**src/rtl/block_dispatcher.sv**
```systemverilog
// Kernel-launch block dispatcher. It splits a launch's thread count into fixed-size blocks.
// It hands one block per cycle to a free core in round-robin order and tracks occupancy.

module block_dispatcher_slot (
    input  logic clk,
    input  logic reset,
    input  logic clr_en,
    input  logic grant,
    input  logic done_pulse,
    output logic active
);
    // A granted core is always idle, so grant and completion never collide on one slot.
    always_ff @(posedge clk or posedge reset) begin
        if (reset)                     active <= 1'b0;
        else if (grant)                active <= 1'b1;
        else if (clr_en && done_pulse) active <= 1'b0;
    end
endmodule

module block_dispatcher #(
    parameter int NUM_CORES         = 4,
    parameter int THREADS_PER_BLOCK = 4,
    parameter int TCNT_W            = 8
) (
    input  logic                                  clk,
    input  logic                                  reset,
    input  logic                                  start,
    input  logic [TCNT_W-1:0]                     thread_count,
    output logic                                  busy,
    output logic                                  done,
    output logic [NUM_CORES-1:0]                  core_start,
    output logic [TCNT_W-1:0]                     core_block_id,
    output logic [$clog2(THREADS_PER_BLOCK):0]    core_threads,
    input  logic [NUM_CORES-1:0]                  core_done
);
    localparam int PTR_W = $clog2(NUM_CORES);
    localparam int SH    = $clog2(THREADS_PER_BLOCK);
    localparam int THR_W = SH + 1;
    localparam logic [TCNT_W-1:0] REM_MASK = TCNT_W'(THREADS_PER_BLOCK - 1);

    typedef enum logic [1:0] {IDLE, DISPATCH, WAIT, FINISH} state_t;

    state_t               state_q, state_d;
    logic [TCNT_W-1:0]    tcnt_q, tcnt_d;
    logic [TCNT_W:0]      total_q, total_d;
    logic [TCNT_W:0]      disp_q, disp_d, disp_inc;
    logic [PTR_W-1:0]     last_q, last_d;
    logic [PTR_W-1:0]     grant_idx, srch_idx;
    logic                 grant_vld;
    logic [NUM_CORES-1:0] active, grant_vec;
    logic                 busy_d, done_d;
    logic [NUM_CORES-1:0] cstart_d;
    logic [TCNT_W-1:0]    bid_d;
    logic [THR_W-1:0]     thr_d;
    logic [TCNT_W-1:0]    rem;
    logic                 last_blk;

    assign rem      = tcnt_q & REM_MASK;
    assign disp_inc = disp_q + 1'b1;
    assign last_blk = (disp_q == total_q - 1'b1);

    // Walk from the farthest candidate back to last+1 so the nearest free core wins.
    always_comb begin
        grant_vld = 1'b0;
        grant_idx = '0;
        srch_idx  = '0;
        for (int k = NUM_CORES; k >= 1; k--) begin
            srch_idx = PTR_W'((int'(last_q) + k) % NUM_CORES);
            if (!active[srch_idx]) begin
                grant_vld = 1'b1;
                grant_idx = srch_idx;
            end
        end
    end

    assign grant_vec = (state_q == DISPATCH && grant_vld) ? (NUM_CORES'(1) << grant_idx) : '0;

    // The search above sees the occupancy mask before this cycle's completions land.
    for (genvar i = 0; i < NUM_CORES; i++) begin : g_slot
        block_dispatcher_slot u_slot (
            .clk        (clk),
            .reset      (reset),
            .clr_en     (state_q != IDLE),
            .grant      (grant_vec[i]),
            .done_pulse (core_done[i]),
            .active     (active[i])
        );
    end

    always_comb begin
        state_d  = state_q;
        tcnt_d   = tcnt_q;
        total_d  = total_q;
        disp_d   = disp_q;
        last_d   = last_q;
        busy_d   = busy;
        done_d   = 1'b0;
        cstart_d = '0;
        bid_d    = core_block_id;
        thr_d    = core_threads;
        case (state_q)
            IDLE: begin
                if (start) begin
                    tcnt_d  = thread_count;
                    total_d = ({1'b0, thread_count} + (TCNT_W+1)'(THREADS_PER_BLOCK - 1)) >> SH;
                    disp_d  = '0;
                    busy_d  = 1'b1;
                    state_d = (thread_count == '0) ? FINISH : DISPATCH;
                end
            end
            DISPATCH: begin
                if (grant_vld) begin
                    cstart_d = grant_vec;
                    bid_d    = disp_q[TCNT_W-1:0];
                    thr_d    = (last_blk && rem != '0) ? rem[THR_W-1:0] : THR_W'(THREADS_PER_BLOCK);
                    last_d   = grant_idx;
                    disp_d   = disp_inc;
                    if (disp_inc == total_q) state_d = WAIT;
                end
            end
            WAIT: begin
                if (active == '0) state_d = FINISH;
            end
            FINISH: begin
                done_d  = 1'b1;
                busy_d  = 1'b0;
                state_d = IDLE;
            end
            default: state_d = IDLE;
        endcase
    end

    always_ff @(posedge clk or posedge reset) begin
        if (reset) begin
            state_q       <= IDLE;
            tcnt_q        <= '0;
            total_q       <= '0;
            disp_q        <= '0;
            last_q        <= PTR_W'(NUM_CORES - 1);
            busy          <= 1'b0;
            done          <= 1'b0;
            core_start    <= '0;
            core_block_id <= '0;
            core_threads  <= '0;
        end else begin
            state_q       <= state_d;
            tcnt_q        <= tcnt_d;
            total_q       <= total_d;
            disp_q        <= disp_d;
            last_q        <= last_d;
            busy          <= busy_d;
            done          <= done_d;
            core_start    <= cstart_d;
            core_block_id <= bid_d;
            core_threads  <= thr_d;
        end
    end
endmodule

```
**config.mk**
```make
export PLATFORM = sky130hd
export DESIGN_NAME = block_dispatcher
export DESIGN_NICKNAME = d
export VERILOG_FILES = /design/src/rtl/block_dispatcher.sv
export SDC_FILE = /design/constraint.sdc
export NUM_CORES = 1
export LEC_CHECK = 0
export CAP_MARGIN = 20
export CORE_ASPECT_RATIO = 0.5
export CORE_UTILIZATION = 40
export DETAILED_ROUTE_END_ITERATION = 10
export GPL_ROUTABILITY_DRIVEN = 0
export PLACE_DENSITY = 0.6
export SLEW_MARGIN = 15
export SYNTH_ARGS = -nofsm -noshare
export SYNTH_HDL_FRONTEND = slang
export SYNTH_HIERARCHICAL = 1
export SYNTH_SLANG_ARGS = --single-unit
```
**constraint.sdc**
```tcl
create_clock -name clk -period 2.4 [get_ports clk]
set_input_delay 0.36 -clock clk [delete_from_list [all_inputs] [get_ports clk]]
set_output_delay 0.36 -clock clk [all_outputs]
set_load 0.02 [all_outputs]
```
==> impl_metrics.py, run 1 <==
metrics = {
    "power_and_ir_drop": {
        "peakVddDrop_uv": 510,
        "leakage_nw": 1.34,
        "power_density_mw_per_mm2": 1180,
    },
    "finish": {
        "multi_input_area_mm2": 0.00123,
        "layout.nets": 313,
        "final_cells": 365,
        "final_area_mm2": 0.00297,
        "regArea_mm2": 0.00108,
        "diodes": 0,
        "drive_gt1_share_pct": 12.3,
        "fill_cells": 533,
        "syn_to_final_growth_pct": 22.8,
    },
    "cts": {
        "cts_inserted_buffers": 5,
        "h-tree-depth": 2,
        "ctsHoldBuffers": 0,
        "clk_path_buf_depth": 2,
        "root_buffer": "clkbuf_16",
        "ctsResizeCount": 0,
        "clkLatencyLatePin_ns": 0.28,
        "post-cts-setup-buffers": 0,
        "clkTransAtPathRegs_ns": 0.06,
        "cts.sinks": 43,
        "cts_tree": "yes",
    },
    "die": {
        "coreArea_mm2": 0.00566,
        "start_util_pct": 42.8,
        "floorplan.rows": 19,
        "ios": 32,
        "die_w_um": 112,
        "die_h_um": 57.0,
        "die_area_mm2": 0.00639,
    },
    "logic_synthesis": {
        "synth_top_flop_cell": "dfrtp_1",
        "syn-num-nets": 277,
        "synthCells": 255,
        "synth_area_mm2": 0.00242,
        "synth_edf_count": 0,
        "ys_ff_latch": 43,
        "yosysSeqAreaShare_pct": 44.5,
        "ys_warn_count": 6,
        "synthArstFlopShare_pct": 100,
        "synth.avg_cell_area_um2": 9.49,
        "netlist_top_cells_area": "dfrtp_1 (42%), o21ai_0 (5.2%), mux2_2 (4.7%), nand2_1 (4.5%), ha_1 (3.6%)",
        "ys_types": 47,
        "synth_top_area_share_pct": 42.4,
        "synth_top_cell_by_area": "dfrtp_1",
    },
    "detailed_routing": {
        "routedWlPerCell_um": 14.6,
        "drc": 2,
        "dr.pass1.iters": 10,
        "drt-total-wl_um": 5320,
        "vias_per_cell": 5.41,
        "drtIter0Drc": 55,
        "ant_nets": 0,
        "num_vias": 1975,
    },
    "setup_path": {
        "timing.rr.start": "total_q[2]",
        "cp-end-kind": "flop",
        "cp-start-kind": "flop",
        "slowest_stage": "dfrtp_1",
        "path_class": "flop to flop",
        "crit_start": "total_q[2]",
        "crit_arrival_ns": 2.39,
        "path_cells": "or3_4, nor3b_2, xor2_1, or3_1, a2111oi_4, a22o_1",
        "crit_required_ns": 2.62,
        "cp_max_fo": 9,
        "max_stage_delay_ns": 0.46,
    },
    "timing": {
        "rsz0062_at_grt": "no",
        "setup_viol": 0,
        "fin_tns_setup_ns": 0,
        "fin_crit_ns": 2.17,
        "worstMarginPinSlew_ns": 0.501,
        "slew_viol_final": 0,
        "period_share_pct": 90.4,
        "clock_skew_ns": 0.00325,
        "max_freq_mhz": 461,
        "slew_headroom_pct": 66.6,
        "hold_viol": 0,
    },
    "placement": {
        "placed_cell_area_mm2": 0.00283,
        "dp_cells": 357,
        "io_buffers": 31,
        "hpwlAfterDp_um": 4030,
    },
    "run_status": {
        "status": "finished, violations left",
        "violations": "DRC",
    },
    "global_route": {
        "grt_pass1_wl_um": 8940,
        "first_global_vias": 1836,
        "grt_antenna_before_repair": 0,
        "grt_max_degree": 40,
        "grt_overflow": 0,
        "grt.total_usage_pct": 18.0,
    },
    "job": {
        "max_cap_viol_count": 0,
    },
    "hold_path": {
        "hp-class": "primary input to async pin",
    },
}
## worst max-delay path, delay by kind of cell, from the launching register on
family           cells  cell delay (ns)
AO/OA/AOI/OAI        2             0.54
flip-flops           1             0.46
XOR/XNOR             1             0.10
AND/OR/NAND/NOR      3             1.01
## cell usage in the layout, fill, tap and decap left out, types with 4 or more instances in the layout
master,Yosys,final
nor2_1,18,18
xnor2_1,9,9
o31ai_1,8,8
clkdlybuf4s50_1,0,31
mux2_2,10,10
buf_4,1,8
nor2b_1,7,7
xor2_1,8,8
dfrtp_1,41,41
nand2_1,29,29
a21o_1,4,4
or2_2,4,4
and3_1,5,5
inv_1,17,17
ha_1,7,7
o21ai_0,25,25
nand3_1,9,9
clkbuf_16,0,5
## power breakdown
| group | internal, mW | switching, mW | leakage (nW) | total [mW] |
|---|---|---|---|---|
| registers | 0.961 | 0.234 | 0.557 | 1.20 |
| logic | 0.741 | 0.915 | 0.717 | 1.66 |
| clock network | 0.384 | 0.279 | 0.0669 | 0.663 |
## logic make-up after synthesis
| kind of cell | Yosys count | share of synthesized area (%) |
|---|---|---|
| AND/OR/NAND/NOR | 91 | 18.8 |
| AO/OA/AOI/OAI | 57 | 16.3 |
| XOR/XNOR | 17 | 6.15 |
| multiplexers | 13 | 5.89 |
| flip-flops | 43 | 44.5 |
| adder cells (fa/ha/maj) | 7 | 3.62 |
| buffers and inverters | 27 | 4.70 |
## registers in the layout, summed over array words and instances (netlist names)
name	count
core_block_id	8
g_slot.u_slot/active	4
busy	1
core_threads	3
core_start	4
tcnt_q	2
state_q	2
disp_q	9
total_q	7
last_q	2
done	1
## stage by stage
stage / utilization [%] / hold WS [ns] / power [mW] / setup slack (ns)
5_1_grt: 52.6 / 0.346 / 3.78 / 0.0722
3_5_place_dp: 50.1 / 0.496 / 2.86 / 0.241
2_1_floorplan: - / 0.0887 / 2.33 / 0.336
6_report: 52.6 / 0.331 / 3.51 / 0.230
3_3_place_gp: 50.1 / 0.487 / 2.81 / 0.286
4_1_cts: 52.6 / 0.327 / 3.53 / 0.225
## per-layer routing
metal  up-vias  GRT usage (%)  part of all wire [%]
li1        972              -                     -
met5         -              0                     0
met2        59           28.9                    43
met1       940           25.6                    52
met4         0           2.86                  0.55
met3         4           3.93                   4.0
## Yosys cell counts (2+ instances only)
master	instances
dfstp_2	2
o221ai_1	2
a21oi_1	2
mux2_2	10
o21ai_0	25
and3_1	5
dfrtp_1	41
xor2_1	8
mux2i_1	3
nor2_1	18
nand3_1	9
o31ai_1	8
inv_1	17
clkbuf_1	6
a21o_1	4
nor2b_1	7
or2_2	4
and2_1	3
nor3_1	3
nand4_1	3
nand2_1	29
nand2b_1	2
ha_1	7
nor4_1	3
xnor2_1	9
o21a_1	2
a31oi_1	2
a22o_1	2
## final timing paths
check                           depth (start not counted)  slack, ns                 endpoint
worst max-delay path                                    6       0.23          core_threads[1]
worst min-delay path                                    2       0.33  g_slot[1].u_slot/active
worst max register to register                          6       0.23          core_threads[1]
worst min register to register                          1       0.51         core_block_id[3]
max in group asynchronous                               3       1.40                last_q[1]
min in group clk                                        1       0.51         core_block_id[3]
## layout make-up
type	instances	share of cell area [%]
sequential	43	36.3
inverter	17	2.15
tap	73	3.07
clock buffer	6	4.33
multi-input combinational	185	41.3
clock inverter	2	0.421
timing repair buffer	39	12.5
Note: power is estimated with default switching activity, not from simulation.
==> inputs of run 2 (changes only) <==
==> constraint.sdc (replaced) <==
create_clock -name clk -period 2.2 [get_ports clk]
set_input_delay 0.33 -clock clk [delete_from_list [all_inputs] [get_ports clk]]
set_output_delay 0.33 -clock clk [all_outputs]
set_load 0.02 [all_outputs]
==> run 2 against run 1 <==
Net effect: the run still ends with DRC left; final area up 3.9%; utilization grew 2.1 points; non-clock buffer count up 11; global-route usage decreased by 0.14 points; via count decreased by 0.15%; die area unchanged; flip-flop and latch count did not move; clock skew up 0.0028 ns; combinational power rose by 20%; hold slack worse by 0.026 ns; critical path type unchanged; critical endpoint is now core_threads[0]; largest cell class unchanged.
==> impl_metrics.py, run 2 (same netlist as run 1, synthesis figures left out) <==
metrics = {
    "job": {
        "max_cap_viol_count": 0,
    },
    "finish": {
        "regMostFlops": "disp_q",
        "final_util_pct": 54.6,
        "layout.nets": 324,
        "largest_reg_flops": 9,
        "final_cell_mix": "dfrtp_1 (40), clkdlybuf4s50_1 (31), nand2_1 (29), o21ai_0 (25), buf_4 (19)",
        "drive_gt1_share_pct": 16.8,
        "reg_top3": "disp_q x9, core_block_id x8, total_q x7",
        "final_cells": 376,
        "layout_commonest_cell": "dfrtp_1",
        "final_area_mm2": 0.00309,
        "diodes": 0,
        "fill_cells": 535,
        "syn_to_final_growth_pct": 27.6,
    },
    "detailed_routing": {
        "num_vias": 1972,
        "routedWlPerCell_um": 14.2,
        "dr.pass1.iters": 7,
        "ant_nets": 0,
        "drtIter0Drc": 77,
        "drt-total-wl_um": 5360,
        "vias_per_cell": 5.24,
        "drc": 3,
    },
    "setup_path": {
        "cp-end-kind": "flop",
        "crit_arrival_ns": 2.34,
        "rrSetupSlack_ns": 0.08,
        "cp-start-kind": "flop",
        "cp_max_fo": 4,
        "path_class": "flop to flop",
        "crit_required_ns": 2.42,
    },
    "cts": {
        "cts_tree": "yes",
        "ctsHoldBuffers": 0,
        "clkLatencyLatePin_ns": 0.28,
        "clk_path_buf_depth": 2,
        "cts.sinks": 43,
        "cts_inserted_buffers": 5,
        "h-tree-depth": 2,
        "root_buffer": "clkbuf_16",
        "clkTransAtPathRegs_ns": 0.06,
    },
    "timing": {
        "period_share_pct": 96.3,
        "clock_skew_ns": 0.00606,
        "slew_viol_final": 0,
        "worstMarginPinSlew_ns": 0.526,
        "slew_headroom_pct": 64.6,
        "setup_ws_ns": 0.0816,
        "fin_tns_setup_ns": 0,
        "setup_viol": 0,
        "max_freq_mhz": 472,
        "hold_viol": 0,
        "hold_slack_ns": 0.305,
        "fin_crit_ns": 2.12,
    },
    "placement": {
        "pre_cts_slack_ns": 0.0951,
        "io_buffers": 31,
        "dp_cells": 363,
        "placed_cell_area_mm2": 0.00288,
        "hpwlAfterDp_um": 4000,
    },
    "die": {
        "die_area_mm2": 0.00639,
        "ios": 32,
        "die_h_um": 57.0,
        "floorplan.rows": 19,
        "coreArea_mm2": 0.00566,
        "start_util_pct": 42.8,
        "die_w_um": 112,
    },
    "global_route": {
        "grt_max_degree": 40,
        "grt_antenna_before_repair": 0,
        "grt_pass1_wl_um": 8900,
        "grt.total_usage_pct": 17.8,
        "grt_overflow": 0,
        "first_global_vias": 1817,
    },
    "power_and_ir_drop": {
        "peakVddDrop_uv": 519,
        "p_int_mw": 2.47,
        "power_density_mw_per_mm2": 1310,
        "swShare_pct": 39.0,
        "power_frac_comb_pct": 49.2,
        "power_switching_mw": 1.58,
        "seqPwrFrac_pct": 31.6,
        "leakage_nw": 1.40,
        "power.total_mw": 4.05,
        "p_clk_share_pct": 19.2,
    },
    "hold_path": {
        "hp-class": "primary input to async pin",
    },
    "run_status": {
        "violations": "DRC",
        "status": "finished, violations left",
    },
}
[run 2: cell types whose count changed in the layout (fill, tap and decap cells not counted), sizes merged]
cell,delta
buf,+11
clkbuf,+1
clkinv,-1
[run 2: layout make-up]
type | instances | area (um2) | area share [%]
Timing Repair Buffer | 50 | 453 | 14.7
Multi-Input combinational cell | 185 | 1240 | 40.2
Tap cell | 73 | 91.3 | 2.96
Clock inverter | 1 | 7.51 | 0.243
Sequential cell | 43 | 1080 | 34.9
Inverter | 17 | 63.8 | 2.06
Clock buffer | 7 | 153 | 4.94
[run 2: final timing paths]
path | startpoint | endpoint | cells after the start
hold / removal | reset | g_slot[0].u_slot/active | 2
setup reg to reg | total_q[3] | core_threads[0] | 6
setup / recovery | total_q[3] | core_threads[0] | 6
min in group clk | core_block_id[6] | core_block_id[6] | 1
hold reg to reg | core_block_id[6] | core_block_id[6] | 1
max in group asynchronous | reset | total_q[3] | 3
[run 2: critical path, stage by stage, from the launching register on]
cell and delay (ns):
dfrtp_2 0.42, or3_4 0.42, nor3b_4 0.20, xor2_1 0.10, or3_4 0.35, a2111oi_4 0.39
a22o_1 0.17
[run 2: what timing repair did]
| item | CTS | global route |
|---|---|---|
| hold endpoints to repair | 0 | 0 |
| setup endpoints to repair | 0 | 5 |
| gates resized for setup | 0 | 5 |
| setup buffers | 0 | 5 |
[run 2: power groups by stage]
stage | registers, mW | logic (mW) | clock network (mW)
floorplan | 1.33 | 1.21 | 0
global placement | 1.27 | 1.86 | 0
detailed placement | 1.28 | 1.89 | 0
CTS | 1.27 | 1.90 | 0.793
global route | 1.32 | 2.21 | 0.833
finish | 1.28 | 1.99 | 0.778
[run 2: layer usage]
layer / part of all wire [%] / track usage, % / vias up
li1: - / - / 978
met1: 53 / 26.5 / 953
met2: 43 / 26.8 / 36
met3: 3.2 / 3.19 / 5
met4: 1.0 / 5.14 / 0
met5: 0 / 0 / -
